--- src/rtl/tx_data_gen.sv ---
`default_nettype none
// ============================================================================
// Module   : tx_data_gen
// Brief    : PN payload packet source (BPSK/QPSK/MIX) on AXI-Stream, with
//            inter-packet gap and packet counter. Optional TX_DATA_GEN_SEQ_HDR_EN
//            prefixes each packet with a sequence-number header beat.
// Revision : 1.0 - initial release
// ============================================================================
module tx_data_gen #(
  parameter int BYTES = 1,
  parameter int LEN_W = 16,
  parameter int GAP_W = 8
) (
  input  logic                 clk,
  input  logic                 rst,
  input  logic [3:0]           MODE_CTRL,
  input  logic [LEN_W-1:0]     payload_length,
  input  logic [GAP_W-1:0]     gap_cycles,
  input  logic                 enable,
  input  logic                 pkt_sent,
  output logic [8*BYTES-1:0]   data_tdata,
  output logic                 data_tvalid,
  input  logic                 data_tready,
  output logic                 data_tlast,
  output logic                 data_tuser,
  output logic [15:0]          pkt_cnt,
  output logic                 busy
);

  localparam int BITS = 8 * BYTES;

  typedef enum logic [1:0] {
    S_IDLE = 2'd0,
    S_SEND = 2'd1,
    S_WAIT = 2'd2,
    S_GAP  = 2'd3
  } state_t;

  state_t            state_q, state_d;
  logic [LEN_W-1:0]  len_q, len_d;
  logic [LEN_W-1:0]  cnt_q, cnt_d;
  logic [GAP_W-1:0]  gap_q, gap_d;
  logic [4:0]        pn5_q, pn5_d;
  logic [3:0]        pn4_q, pn4_d;
  logic              bpsk_q, bpsk_d;
  logic              mix_q, mix_d;
  logic              mix_is_bpsk_q, mix_is_bpsk_d;
  logic [15:0]       pkt_cnt_q, pkt_cnt_d;
  logic [BITS-1:0]   tdata_q, tdata_d;
  logic              tvalid_q, tvalid_d;
  logic              tlast_q, tlast_d;
  logic              tuser_q, tuser_d;
`ifdef TX_DATA_GEN_SEQ_HDR_EN
  logic              hdr_q, hdr_d;
`endif

  logic              w_accept;
  logic              w_mode_bpsk;
  logic              w_mode_mix;
  logic [4:0]        w_pn5_nx;
  logic [3:0]        w_pn4_nx;

  function automatic logic [BITS-1:0] beat(input logic b5, input logic b4, input logic bpsk);
    beat = bpsk ? {BITS{b5}} : {{(BITS-1){b5}}, b4};
  endfunction

  // Fibonacci form, output taken from bit 0, new bit enters at the top.
  assign w_pn5_nx = {pn5_q[0] ^ pn5_q[3], pn5_q[4:1]};
  assign w_pn4_nx = {pn4_q[0] ^ pn4_q[3], pn4_q[3:1]};

  assign w_accept    = tvalid_q && data_tready;
  assign w_mode_mix  = (MODE_CTRL != 4'b0001) && (MODE_CTRL != 4'b0010);
  assign w_mode_bpsk = (MODE_CTRL == 4'b0001) ? 1'b1 :
                       (MODE_CTRL == 4'b0010) ? 1'b0 : mix_is_bpsk_q;

  always_ff @(posedge clk) begin
    if (rst) begin
      state_q       <= S_IDLE;
      len_q         <= '0;
      cnt_q         <= '0;
      gap_q         <= '0;
      pn5_q         <= 5'b00001;
      pn4_q         <= 4'b0001;
      bpsk_q        <= 1'b0;
      mix_q         <= 1'b0;
      mix_is_bpsk_q <= 1'b1;
      pkt_cnt_q     <= '0;
      tdata_q       <= '0;
      tvalid_q      <= 1'b0;
      tlast_q       <= 1'b0;
      tuser_q       <= 1'b0;
`ifdef TX_DATA_GEN_SEQ_HDR_EN
      hdr_q         <= 1'b0;
`endif
    end else begin
      state_q       <= state_d;
      len_q         <= len_d;
      cnt_q         <= cnt_d;
      gap_q         <= gap_d;
      pn5_q         <= pn5_d;
      pn4_q         <= pn4_d;
      bpsk_q        <= bpsk_d;
      mix_q         <= mix_d;
      mix_is_bpsk_q <= mix_is_bpsk_d;
      pkt_cnt_q     <= pkt_cnt_d;
      tdata_q       <= tdata_d;
      tvalid_q      <= tvalid_d;
      tlast_q       <= tlast_d;
      tuser_q       <= tuser_d;
`ifdef TX_DATA_GEN_SEQ_HDR_EN
      hdr_q         <= hdr_d;
`endif
    end
  end

  always_comb begin
    state_d       = state_q;
    len_d         = len_q;
    cnt_d         = cnt_q;
    gap_d         = gap_q;
    pn5_d         = pn5_q;
    pn4_d         = pn4_q;
    bpsk_d        = bpsk_q;
    mix_d         = mix_q;
    mix_is_bpsk_d = mix_is_bpsk_q;
    pkt_cnt_d     = pkt_cnt_q;
    tdata_d       = tdata_q;
    tvalid_d      = tvalid_q;
    tlast_d       = tlast_q;
    tuser_d       = tuser_q;
`ifdef TX_DATA_GEN_SEQ_HDR_EN
    hdr_d         = hdr_q;
`endif

    case (state_q)
      S_IDLE: begin
        if (enable && (payload_length != '0)) begin
          state_d  = S_SEND;
          len_d    = payload_length;
          cnt_d    = '0;
          bpsk_d   = w_mode_bpsk;
          mix_d    = w_mode_mix;
          tvalid_d = 1'b1;
          tuser_d  = w_mode_bpsk;
`ifdef TX_DATA_GEN_SEQ_HDR_EN
          hdr_d    = 1'b1;
          tdata_d  = BITS'(pkt_cnt_q);
          tlast_d  = 1'b0;
`else
          tdata_d  = beat(pn5_q[0], pn4_q[0], w_mode_bpsk);
          tlast_d  = (payload_length == LEN_W'(1));
`endif
        end
      end

      S_SEND: begin
        if (w_accept) begin
`ifdef TX_DATA_GEN_SEQ_HDR_EN
          // Header beat does not consume PN bits; first payload beat follows.
          if (hdr_q) begin
            hdr_d   = 1'b0;
            tdata_d = beat(pn5_q[0], pn4_q[0], bpsk_q);
            tlast_d = (len_q == LEN_W'(1));
          end else
`endif
          begin
            pn5_d = w_pn5_nx;
            pn4_d = w_pn4_nx;
            if (tlast_q) begin
              state_d   = S_WAIT;
              tvalid_d  = 1'b0;
              tlast_d   = 1'b0;
              tuser_d   = 1'b0;
              tdata_d   = '0;
              pkt_cnt_d = pkt_cnt_q + 16'd1;
            end else begin
              cnt_d   = cnt_q + LEN_W'(1);
              tdata_d = beat(w_pn5_nx[0], w_pn4_nx[0], bpsk_q);
              tlast_d = ((cnt_q + LEN_W'(1)) == (len_q - LEN_W'(1)));
            end
          end
        end
      end

      S_WAIT: begin
        if (pkt_sent) begin
          if (mix_q) begin
            mix_is_bpsk_d = ~mix_is_bpsk_q;
          end
          if (gap_cycles == '0) begin
            state_d = S_IDLE;
          end else begin
            state_d = S_GAP;
            gap_d   = gap_cycles;
          end
        end
      end

      S_GAP: begin
        gap_d = gap_q - GAP_W'(1);
        if (gap_q == GAP_W'(1)) begin
          state_d = S_IDLE;
        end
      end

      default: state_d = S_IDLE;
    endcase
  end

  assign data_tdata  = tdata_q;
  assign data_tvalid = tvalid_q;
  assign data_tlast  = tlast_q;
  assign data_tuser  = tuser_q;
  assign pkt_cnt     = pkt_cnt_q;
  assign busy        = (state_q != S_IDLE);

endmodule
`default_nettype wire
--- config.mk ---
export PLATFORM = sky130hd
export DESIGN_NAME = tx_data_gen
export DESIGN_NICKNAME = d
export VERILOG_FILES = /design/src/rtl/tx_data_gen.sv
export SDC_FILE = /design/constraint.sdc
export NUM_CORES = 1
export LEC_CHECK = 0
export CAP_MARGIN = 25
export CORE_MARGIN = 2
export CORE_UTILIZATION = 23
export CTS_BUF_LIST = sky130_fd_sc_hd__clkbuf_16
export DETAILED_ROUTE_END_ITERATION = 10
export PLACE_DENSITY = 0.45
export SLEW_MARGIN = 5
export SYNTH_ARGS = -nofsm -noshare
export SYNTH_HDL_FRONTEND = slang
export SYNTH_SLANG_ARGS = --single-unit
--- constraint.sdc ---
create_clock -name clk -period 6.7 [get_ports clk]
set_input_delay 2.01 -clock clk [delete_from_list [all_inputs] [get_ports clk]]
set_output_delay 2.01 -clock clk [all_outputs]
set_load 0.02 [all_outputs]
* Word-level counts from Yosys, hierarchy flattened *
Index checks and enable logic that the tools add are counted.

word-level totals
  word-level logic and storage cells = 88
  output and inout port bits = 28
  input port bits = 33
  register bits after elaboration = 81

operators by class
  reductions and logical operators = 18
  $add $sub $neg = 4
  eq/ne operators = 17
  muxes and demuxes = 32
  bitwise gates (word level) = 3

operator list
  cell                   count
  $mux 16                3
  $mux 8                 5
  $add 16x1->16 const B  2
  $pmux 16 s2            1
  $pmux 8 s2             2
  $eq 16x1->1 const B    1
  $eq 16x16->1           1
  $reduce_bool 16->1     1
  $sub 16x1->16 const B  1
  $ne 2x2->1 const B     7
  $mux 2                 6
  $reduce_and 3->1       4
  $mux 1                 11
  $eq 8x1->1 const B     1
  $logic_not 8->1        1
  $pmux 2 s4             1
  $reduce_and 4->1       2
  $sub 8x1->8 const B    1
  $pmux 1 s2             3
  $reduce_bool 2->1      3
  $reduce_and 5->1       1
  $eq 2x2->1 const B     2
  $eq 4x1->1 const B     1
  $eq 4x2->1 const B     1
  8 further kinds        12

* Depth between registers and ports, before layout *
Gate-level depths: netlist of the first run.

  depth after elaboration = 6
  mapped depth = 9
  depth with buffers taken out = 9

* Worst setup path after synthesis of the first run *
OpenSTA, ideal clock, no wires.

  path kind = in2reg
  start point = in gap_cycles[2]
  end point = reg gap_q[4]
  stages = 6
  path slack = 3.282 ns
  buffers on the path = 0
  arrival = 3.303 ns
  required time = 6.585 ns
  library setup time = 0.115 ns
  cell sequence = or4_1 -> nor2_1 -> nor2_1 -> nand2_1 -> nor2_1 -> a2111oi_0

on the way
  longest elaborated chain between the ends = 3

ends and longest elaborated chain
  what                        line  source
  from (decl)                 18    input logic [GAP_W-1:0] gap_cycles,
  $logic_not 8->1             190   if (gap_cycles == '0) begin
  $ne 2x2->1 (no line)        -
  $reduce_and 3->1 (no line)  -
  to (signal assigned)        99    gap_q <= gap_d;
  to (decl)                   42    logic [GAP_W-1:0] gap_q, gap_d;

No other way between the ends.
A chain may end at the register's enable or synchronous reset.

* Worst setup path after layout of the first run *
  start point = in data_tready
  end point = reg pkt_cnt_q[12] (netlist: pkt_cnt[12])

on the way
  longest elaborated chain between the ends = 2

ends and longest elaborated chain
  what                        line  source
  from (decl)                 23    input logic data_tready,
  $logic_and 1x1->1           71    assign w_accept = tvalid_q && data_tready;
  $reduce_and 3->1 (no line)  -
  to (signal assigned)        105   pkt_cnt_q <= pkt_cnt_d;
  to (decl)                   48    logic [15:0] pkt_cnt_q, pkt_cnt_d;

No other way between the ends.

==> results of run 1 <==
-- critical path: stages --
cell             delay (ns)
clkdlybuf4s50_1        0.65
and4b_1                0.58
and2_1                 0.28
and3_1                 0.28
nor2b_1                0.23
nand2_1                0.10
xor2_1                 0.13
nor2_1                 0.05
-- flip-flops by register name, indices dropped and copies added (netlist names), 2 cells and up --
| signal | flops |
|---|---|
| cnt_q | 16 |
| pn4_q | 4 |
| pn5_q | 5 |
| data_tdata | 2 |
| pkt_cnt | 16 |
| len_q | 16 |
| state_q | 2 |
| gap_q | 8 |
-- cells by family (layout without fill, tap and decap cells) --
group | Yosys count | after routing | synth area share (%)
DFF | 75 | 75 | 37.09
and+or+nand+nor | 244 | 244 | 29.98
xor gates and xnor gates | 57 | 57 | 12.86
buffers and inverters | 36 | 91 | 3.957
AOI/OAI and AO/OA | 92 | 92 | 13.26
adders and majority gates | 5 | 5 | 1.546
muxes | 5 | 5 | 1.298
-- routing by layer --
| metal | up-vias | GRT usage (%) | share of wire, % |
|---|---|---|---|
| met5 | - | 0 | 0 |
| met3 | 15 | 2.704 | 2.9 |
| met2 | 57 | 20.75 | 48 |
| li1 | 1897 | - | - |
| met1 | 1762 | 14.49 | 46 |
| met4 | 0 | 5.845 | 2.7 |
-- cell usage in the layout, fill, tap and decap left out, types with 5 or more instances in the layout --
| master | netlist | routed |
|---|---|---|
| nand2_1 | 76 | 76 |
| dfxtp_1 | 75 | 75 |
| nor2_1 | 63 | 63 |
| clkdlybuf4s50_1 | 0 | 59 |
| a21oi_1 | 48 | 48 |
| xnor2_1 | 33 | 33 |
| xor2_1 | 22 | 22 |
| nor3_1 | 19 | 19 |
| nand3_1 | 17 | 17 |
| o21ai_0 | 16 | 16 |
| inv_1 | 10 | 11 |
| nor4_1 | 11 | 11 |
| nand4_1 | 9 | 9 |
| clkbuf_16 | 0 | 9 |
| nor2b_1 | 7 | 7 |
| and3_1 | 7 | 7 |
| or3_1 | 6 | 6 |
| ha_1 | 5 | 5 |
| buf_4 | 6 | 5 |
-- per-stage QoR --
step	instances	util (%)	worst slack [ns]	instance area, um^2
2_1_floorplan	514	-	3.282	4048
3_3_place_gp	778	28.08	2.180	4840
3_5_place_dp	778	28.08	2.199	4840
4_1_cts	794	29.73	2.540	5125
5_1_grt	794	29.73	2.314	5125
6_report	794	29.73	2.569	5125
-- power groups by stage --
stage               logic (mW)  clock network, mW  registers (mW)
detailed placement       0.177                  0           0.488
finish                   0.176              0.471           0.478
global placement         0.175                  0           0.488
global route             0.194              0.507           0.481
CTS                      0.178              0.488           0.478
floorplan                0.116                  0           0.485
-- how the worst max path moves through the flow --
| stage | from | to |
|---|---|---|
| 6_report | data_tready | pkt_cnt[12]$_SDFFE_PP0P_ |
| 4_1_cts | data_tready | pkt_cnt[15]$_SDFFE_PP0P_ |
| 2_1_floorplan | gap_cycles[2] | gap_q[4]$_SDFFE_PP0P_ |
| 5_1_grt | data_tready | pkt_cnt[15]$_SDFFE_PP0P_ |
| 3_3_place_gp | data_tready | pkt_cnt[15]$_SDFFE_PP0P_ |
| 3_5_place_dp | data_tready | pkt_cnt[15]$_SDFFE_PP0P_ |
-- final cells by class --
cell class,instances,share of cell area (%)
Clock buffer,9,4.395
Clock inverter,7,1.172
Inverter,10,0.7324
Multi-Input combinational cell,403,46.56
Sequential cell,75,29.30
Tap cell,225,5.493
Timing Repair Buffer,65,12.35
==> flow_summary_export.csv, run 1 <==
group,metric,value,unit
clocking,cts_resized,0,
synth,synth_edf_count,0,
min_path,hp-class,"reg2reg",
clocking,cts_tree,"yes",
synth,synth_top_area_share,37.09,%
floorplan,dieArea,0.01868,mm^2
cells_and_area,register_area,0.001501,mm^2
synth,yosysSeqAreaShare,37.09,%
synth,yosysMostFrequentCell,"nand2_1",
cells_and_area,multi_input_area,0.002386,mm^2
global_routing,grt_overflow,0,
global_routing,track_usage,12.19,%
synth,ys_seq_elements,75,
synth,synth.distinct_cells,56,
floorplan,rows,48,
setup_path,regToRegEndpoint,"data_tlast$_SDFFE_PP0P_",
clocking,post_cts_buffers,0,
setup_path,r2r-start,"len_q[0]$_SDFFE_PP0P_",
setup_path,crit_required,6.89,ns
routing,vias,3731,
pwr,p_clk_share,41.9,%
min_path,hold_depth,2,
synth,netlist_area,0.004048,mm^2
global_routing,grt_pass1_wl,17750,um
routing,wl,10980,um
pwr,ir_drop,0.1322,mV
clocking,root_buffer,"clkbuf_16",
clocking,clock_path_buffers,2,
pwr,p_sw,299.5,uW
routing,vias_per_cell,4.699,
synth,ys_async_sr_fraction,0,%
pwr,p_total,1.125,mW
routing,routedWlPerCell,13.83,um
synth,syn_avg_cell_area,7.875,um^2
routing,drc,0,
timing,hold_viol,0,
place,dp_hpwl,8051,um
timing,clock_skew,0.007212,ns
clocking,clk_latency,0.34,ns
cells_and_area,nets,602,
timing,hold_slack,0.4580,ns
timing,max_freq,242.0,MHz
place,io_buffers,60,
timing,finalSetupTns,0,ns
setup_path,reg2reg_depth,9,
routing,drtPass1Iterations,4,
timing,finalCritPeriodShare,61.66,%
pwr,power_density,219.5,mW/mm^2
setup_path,cp-start-kind,"input pin",
pwr,leakage,1.802,nW
setup_path,cp_max_fo,14,
timing,max_slew.worst_pin.slew,0.8135,ns
pwr,combPwrFrac,15.6,%
setup_path,path_class,"in2reg",
timing,min_period,4.131,ns
min_path,min_to,"pn5_q[3]$_SDFFE_PP0P_",
clocking,htree_levels,3,
floorplan,core-area,0.01724,mm^2
routing,drtIter0Drc,199,
run,maxCapViolCount,0,
floorplan,die_w,136.7,um
global_routing,first_global_vias,3588,
synth,syn_nets,552,
min_path,min-delay-start,"pn5_q[4]$_SDFFE_PP0P_",
pwr,p_sw_share,26.62,%
place,gp_congestion,0.7976,
cells_and_area,drive_gt1_share,5.975,%
synth,netlist_top_cells_count,"nand2_1, dfxtp_1, nor2_1, a21oi_1, xnor2_1",
timing,relSlewSlack,45.77,%
timing,slew_viol_final,0,
pwr,p_int,825.7,uW
synth,ys_warn_count,0,
floorplan,die_h,136.7,um
synth,synth_top_area_cell,"dfxtp_1",
floorplan,initial_core_util,23.48,%
pwr,seqPwrFrac,42.5,%
floorplan,num_io_pins,61,
cells_and_area,fill_cells,1826,
setup_path,cp-end-kind,"register",
setup_path,arrival,4.33,ns
clocking,cts_hold_buf,0,
timing,rsz0062_at_grt,"false",
outcome,outcome,"complete, no violations",
clocking,clock-sinks,75,
clocking,cts_buffers,9,
synth,synth_flop_cell,"dfxtp_1",
global_routing,antenna_found_initial,0,
timing,setup_violations,0,
routing,antenna_left,0,
cells_and_area,diodes,0,
synth,synth.area.top_cells,"dfxtp_1, xnor2_1, nand2_1",
global_routing,grt_max_degree,76,
cells_and_area,areaGrowthSynthToFinish,26.62,%
synth,postSynthCellCount,514,
setup_path,worst-r2r-setup-slack,4.05,ns
clocking,clk_pin_slew,0.06,ns
Power figures use the tool's default switching activity.
==> run 2, diff against run 1 <==
clock period = 4 ns   (was 6.7 ns; I/O delays follow)
==> flow_summary_export.csv, run 2 (same netlist as run 1, synthesis figures left out) <==
group,metric,value,unit
timing,finalCritPeriodShare,77.03,%
timing,relSlewSlack,45.17,%
setup_path,path_cells,"clkdlybuf4s50_1, nor4_1, buf_4, nand4_1, o211ai_1, and2_1, o21ai_0, a21oi_1",
clocking,cts_resized,0,
cells_and_area,fill_cells,1823,
pwr,power_density,373.0,mW/mm^2
cells_and_area,nets,605,
place,dp_hpwl,8107,um
routing,drtPass1Iterations,4,
clocking,clk_latency,0.34,ns
timing,rsz0062_at_grt,"false",
global_routing,grt_util_met1,15.15,%
timing,setup_violations,0,
floorplan,die_w,136.7,um
cells_and_area,final_cell_mix,"nand2_1, dfxtp_1, nor2_1",
outcome,outcome,"complete, no violations",
timing,clock_skew,0.003904,ns
global_routing,met2_usage,21.22,%
clocking,post_cts_buffers,0,
place,io_buffers,60,
pwr,combPwrFrac,15.5,%
place,placed_cells,781,
clocking,htree_levels,3,
clocking,cts_hold_buf,0,
global_routing,antenna_found_initial,0,
clocking,cts_buffers,9,
timing,max_freq,324.5,MHz
cells_and_area,areaGrowthSynthToFinish,27.54,%
routing,antenna_left,0,
floorplan,core-area,0.01724,mm^2
setup_path,cp-start-kind,"input pin",
floorplan,die_h,136.7,um
global_routing,track_usage,12.52,%
run,maxCapViolCount,0,
timing,hold_slack,0.4508,ns
global_routing,grt_busiest_layer,"met2",
routing,vias,3758,
pwr,leakage,1.812,nW
routing,vias_per_cell,4.715,
floorplan,num_io_pins,61,
pwr,p_clk_share,42.9,%
place,pre_cts_slack,0.5353,ns
cells_and_area,drive_gt1_share,6.818,%
setup_path,crit_required,4.26,ns
clocking,clk_pin_slew,0.06,ns
min_path,hp-class,"reg2reg",
cells_and_area,final_common_cell,"nand2_1",
floorplan,initial_core_util,23.48,%
place,gp_congestion,0.7909,
setup_path,path_class,"in2reg",
clocking,cts_tree,"yes",
cells_and_area,diodes,0,
routing,wl,11110,um
floorplan,rows,48,
global_routing,first_global_vias,3709,
timing,hold_viol,0,
pwr,seqPwrFrac,41.6,%
pwr,p_sw_share,27.54,%
clocking,root_buffer,"clkbuf_16",
pwr,ir_drop,0.2099,mV
timing,slew_viol_final,0,
clocking,clock-sinks,75,
timing,max_slew.worst_pin.slew,0.8224,ns
clocking,clock_path_buffers,2,
global_routing,use_met3,2.407,%
routing,drc,0,
global_routing,grt_pass1_wl,18460,um
routing,routedWlPerCell,13.94,um
floorplan,dieArea,0.01868,mm^2
timing,finalSetupTns,0,ns
routing,drtIter0Drc,195,
place,placed_area,0.004862,mm^2
pwr,p_sw,530.4,uW
setup_path,arrival,3.34,ns
cells_and_area,layout.cells.non_filler,797,
setup_path,critPathSlowestCell,"clkdlybuf4s50_1",
timing,min_period,3.081,ns
timing,fin_ws,0.9186,ns
global_routing,grt_max_degree,76,
setup_path,cp_max_fo,6,
cells_and_area,stdcell_area,0.005162,mm^2
setup_path,cp-end-kind,"register",
global_routing,grt_overflow,0,
setup_path,cp_slowest_stage_delay,0.46,ns
pwr,p_int,1.395,mW
## run 2: changes by cell type in the layout (fill, tap and decap cells not counted), sizes merged
cell	before	now
buf	6	9
clkinvlp	1	3
inv	11	12
clkinv	4	1
## run 2: power by group through the flow
stage	Clock (mW)	Sequential [mW]	Combinational [mW]
global route	0.887	0.806	0.329
global placement	0	0.819	0.296
finish	0.826	0.801	0.298
CTS	0.850	0.802	0.300
detailed placement	0	0.818	0.297
floorplan	0	0.812	0.194
## run 2: final timing paths
check | start | cells past startpoint | slack, ns | endpoint
max | payload_length[11] | 8 | 0.92 | cnt_q[12]$_SDFFE_PP0P_
min | pn5_q[2]$_SDFFE_PP0P_ | 2 | 0.45 | pn5_q[1]$_SDFFE_PP0P_
max reg2reg | state_q[0]$_SDFFE_PP0P_ | 6 | 1.35 | cnt_q[6]$_SDFFE_PP0P_
min reg2reg | pn5_q[2]$_SDFFE_PP0P_ | 2 | 0.45 | pn5_q[1]$_SDFFE_PP0P_
## run 2: final cells by class
cell class | instances | area [um^2] | area share [%]
Inverter | 10 | 37.54 | 0.7271
Sequential cell | 75 | 1501 | 29.08
Multi-Input combinational cell | 403 | 2386 | 46.22
Tap cell | 225 | 281.5 | 5.453
Clock inverter | 7 | 75.07 | 1.454
Timing Repair Buffer | 68 | 655.6 | 12.70
Clock buffer | 9 | 225.2 | 4.363
## run 2: worst max-delay path: cells and delay by family
| family | cells | cell delay (ns) |
|---|---|---|
| AO/OA/AOI/OAI | 3 | 0.68 |
| AND/OR/NAND/NOR | 3 | 0.84 |
| buffers and inverters | 2 | 0.64 |
## run 2: layer usage
layer  vias up  wire length [um]
li1       1891                 -
met1      1788              5044
met2        63              5412
met3        16               400
met4         0               249
met5         -                 0
## run 2: stage by stage
stage                     total power, mW  util [%]
after floorplan                     1.006         -
after global placement              1.115     28.21
after detailed placement            1.116     28.21
after CTS                           1.951     29.95
after global routing                2.021     29.95
final                               1.926     29.95
==> run 3, diff against run 2 <==
clock period = 2.9 ns   (was 4 ns; I/O delays follow)
==> flow_summary_export.csv, run 3 (same netlist as run 1, synthesis figures left out) <==
group,metric,value,unit
outcome,outcome,"complete, no violations",
timing,setup_violations,0,
pwr,power_density,478.3,mW/mm^2
timing,max_slew.worst_pin.slew,0.6583,ns
place,gp_congestion,0.8203,
timing,clock_skew,0.005193,ns
place,placed_cells,805,
clocking,clk_latency,0.34,ns
setup_path,critPathSlowestCell,"clkdlybuf4s50_1",
cells_and_area,final_common_cell,"nand2_1",
routing,drc,0,
timing,min_period,2.652,ns
floorplan,rows,48,
floorplan,initial_core_util,23.48,%
global_routing,track_usage,13.08,%
global_routing,grt_util_met1,16.87,%
global_routing,first_global_vias,3731,
pwr,ir_drop,0.2782,mV
global_routing,grt_max_degree,76,
clocking,cts_hold_buf,0,
floorplan,num_io_pins,61,
setup_path,cp_slowest_stage_delay,0.42,ns
timing,relSlewSlack,55.95,%
cells_and_area,areaGrowthSynthToFinish,31.47,%
run,maxCapViolCount,0,
clocking,htree_levels,3,
routing,drtIter0Drc,130,
timing,rsz0062_at_grt,"false",
setup_path,path_buf_inv,2,
setup_path,cp-startpoint,"payload_length[1]",
setup_path,cp-start-kind,"input pin",
min_path,min-delay-start,"pn4_q[2]$_SDFFE_PP0P_",
clocking,cts_tree,"yes",
floorplan,die_w,136.7,um
timing,hold_viol,0,
cells_and_area,final_cell_mix,"nand2_1, dfxtp_1, nor2_1",
pwr,p_total,2.545,mW
floorplan,die_h,136.7,um
routing,routedWlPerCell,13.91,um
clocking,cts_buffers,9,
global_routing,grt_overflow,0,
place,dp_hpwl,8352,um
floorplan,dieArea,0.01868,mm^2
cells_and_area,layout.cells.non_filler,821,
setup_path,crit_required,3.18,ns
clocking,post_cts_buffers,0,
min_path,hp-class,"reg2reg",
routing,vias_per_cell,4.620,
clocking,clk_pin_slew,0.06,ns
routing,drtPass1Iterations,4,
cells_and_area,stdcell_area,0.005321,mm^2
cells_and_area,nets,629,
timing,slew_viol_final,0,
clocking,root_buffer,"clkbuf_16",
timing,finalSetupTns,0,ns
global_routing,antenna_found_initial,0,
global_routing,met2_usage,21.14,%
setup_path,r2r-start,"cnt_q[0]$_SDFFE_PP0P_",
pwr,leakage,1.937,nW
setup_path,path_delay_family,"simple AND/OR/NAND/NOR gates",
clocking,clock_path_buffers,2,
routing,antenna_left,0,
setup_path,cp-end-kind,"register",
timing,max_freq,377.1,MHz
global_routing,use_met3,2.852,%
global_routing,grt_busiest_layer,"met2",
setup_path,cp_max_fo,6,
global_routing,grt_pass1_wl,19100,um
place,io_buffers,60,
timing,finalCritPeriodShare,91.44,%
place,placed_area,0.005067,mm^2
clocking,clock-sinks,75,
setup_path,arrival,2.93,ns
floorplan,core-area,0.01724,mm^2
cells_and_area,diodes,0,
clocking,cts_resized,0,
setup_path,path_class,"in2reg",
cells_and_area,drive_gt1_share,9.732,%
routing,vias,3793,
setup_path,path_cells,"clkdlybuf4s50_1, nor4_1, buf_4, nand4_1, o211ai_1, and2_1, a41o_1, a21oi_1, nor2_1",
routing,wl,11420,um
run 3: path summary, 6_finish.rpt:
kind	endpoint	slack (ns)	depth (start not counted)
max	cnt_q[6]$_SDFFE_PP0P_	0.25	9
min	pn4_q[1]$_SDFFE_PP0P_	0.46	2
max reg2reg	data_tlast$_SDFFE_PP0P_	0.38	8
min reg2reg	pn4_q[1]$_SDFFE_PP0P_	0.46	2
run 3: area by class of cell:
cell class,instances,area [um^2]
clock inverter,7,28.78
inverter,10,37.54
sequential,75,1501
fill,1841,11920
timing repair buffer,92,860.8
tap,225,281.5
clock buffer,9,225.2
multi-input combinational,403,2386
run 3: power by group:
| part | internal, mW | switching (mW) |
|---|---|---|
| registers | 1.06 | 0.0395 |
| logic | 0.219 | 0.232 |
| clock network | 0.561 | 0.433 |
run 3: per-layer routing:
| layer | part of all wire, % | routed length [um] | up-vias |
|---|---|---|---|
| met5 | 0 | 0 | - |
| met4 | 2.2 | 246 | 0 |
| met2 | 48 | 5446 | 61 |
| met1 | 47 | 5365 | 1780 |
| li1 | - | - | 1940 |
| met3 | 3.2 | 360 | 12 |
run 3: stage by stage:
step                      util (%)  hold slack (ns)  setup WS (ns)
after floorplan                  -           0.4321         0.6223
after global placement       29.40           0.4417        -0.1012
after detailed placement     29.40           0.4518       -0.08986
after CTS                    30.87           0.4611         0.2479
after global routing         30.87           0.4892        0.08838
final                        30.87           0.4581         0.2483
run 3: tightest hold or removal path, stage by stage, from the launching register on:
cell and delay (ns):
dfxtp_1 0.31, nand2_1 0.05, a21oi_1 0.05
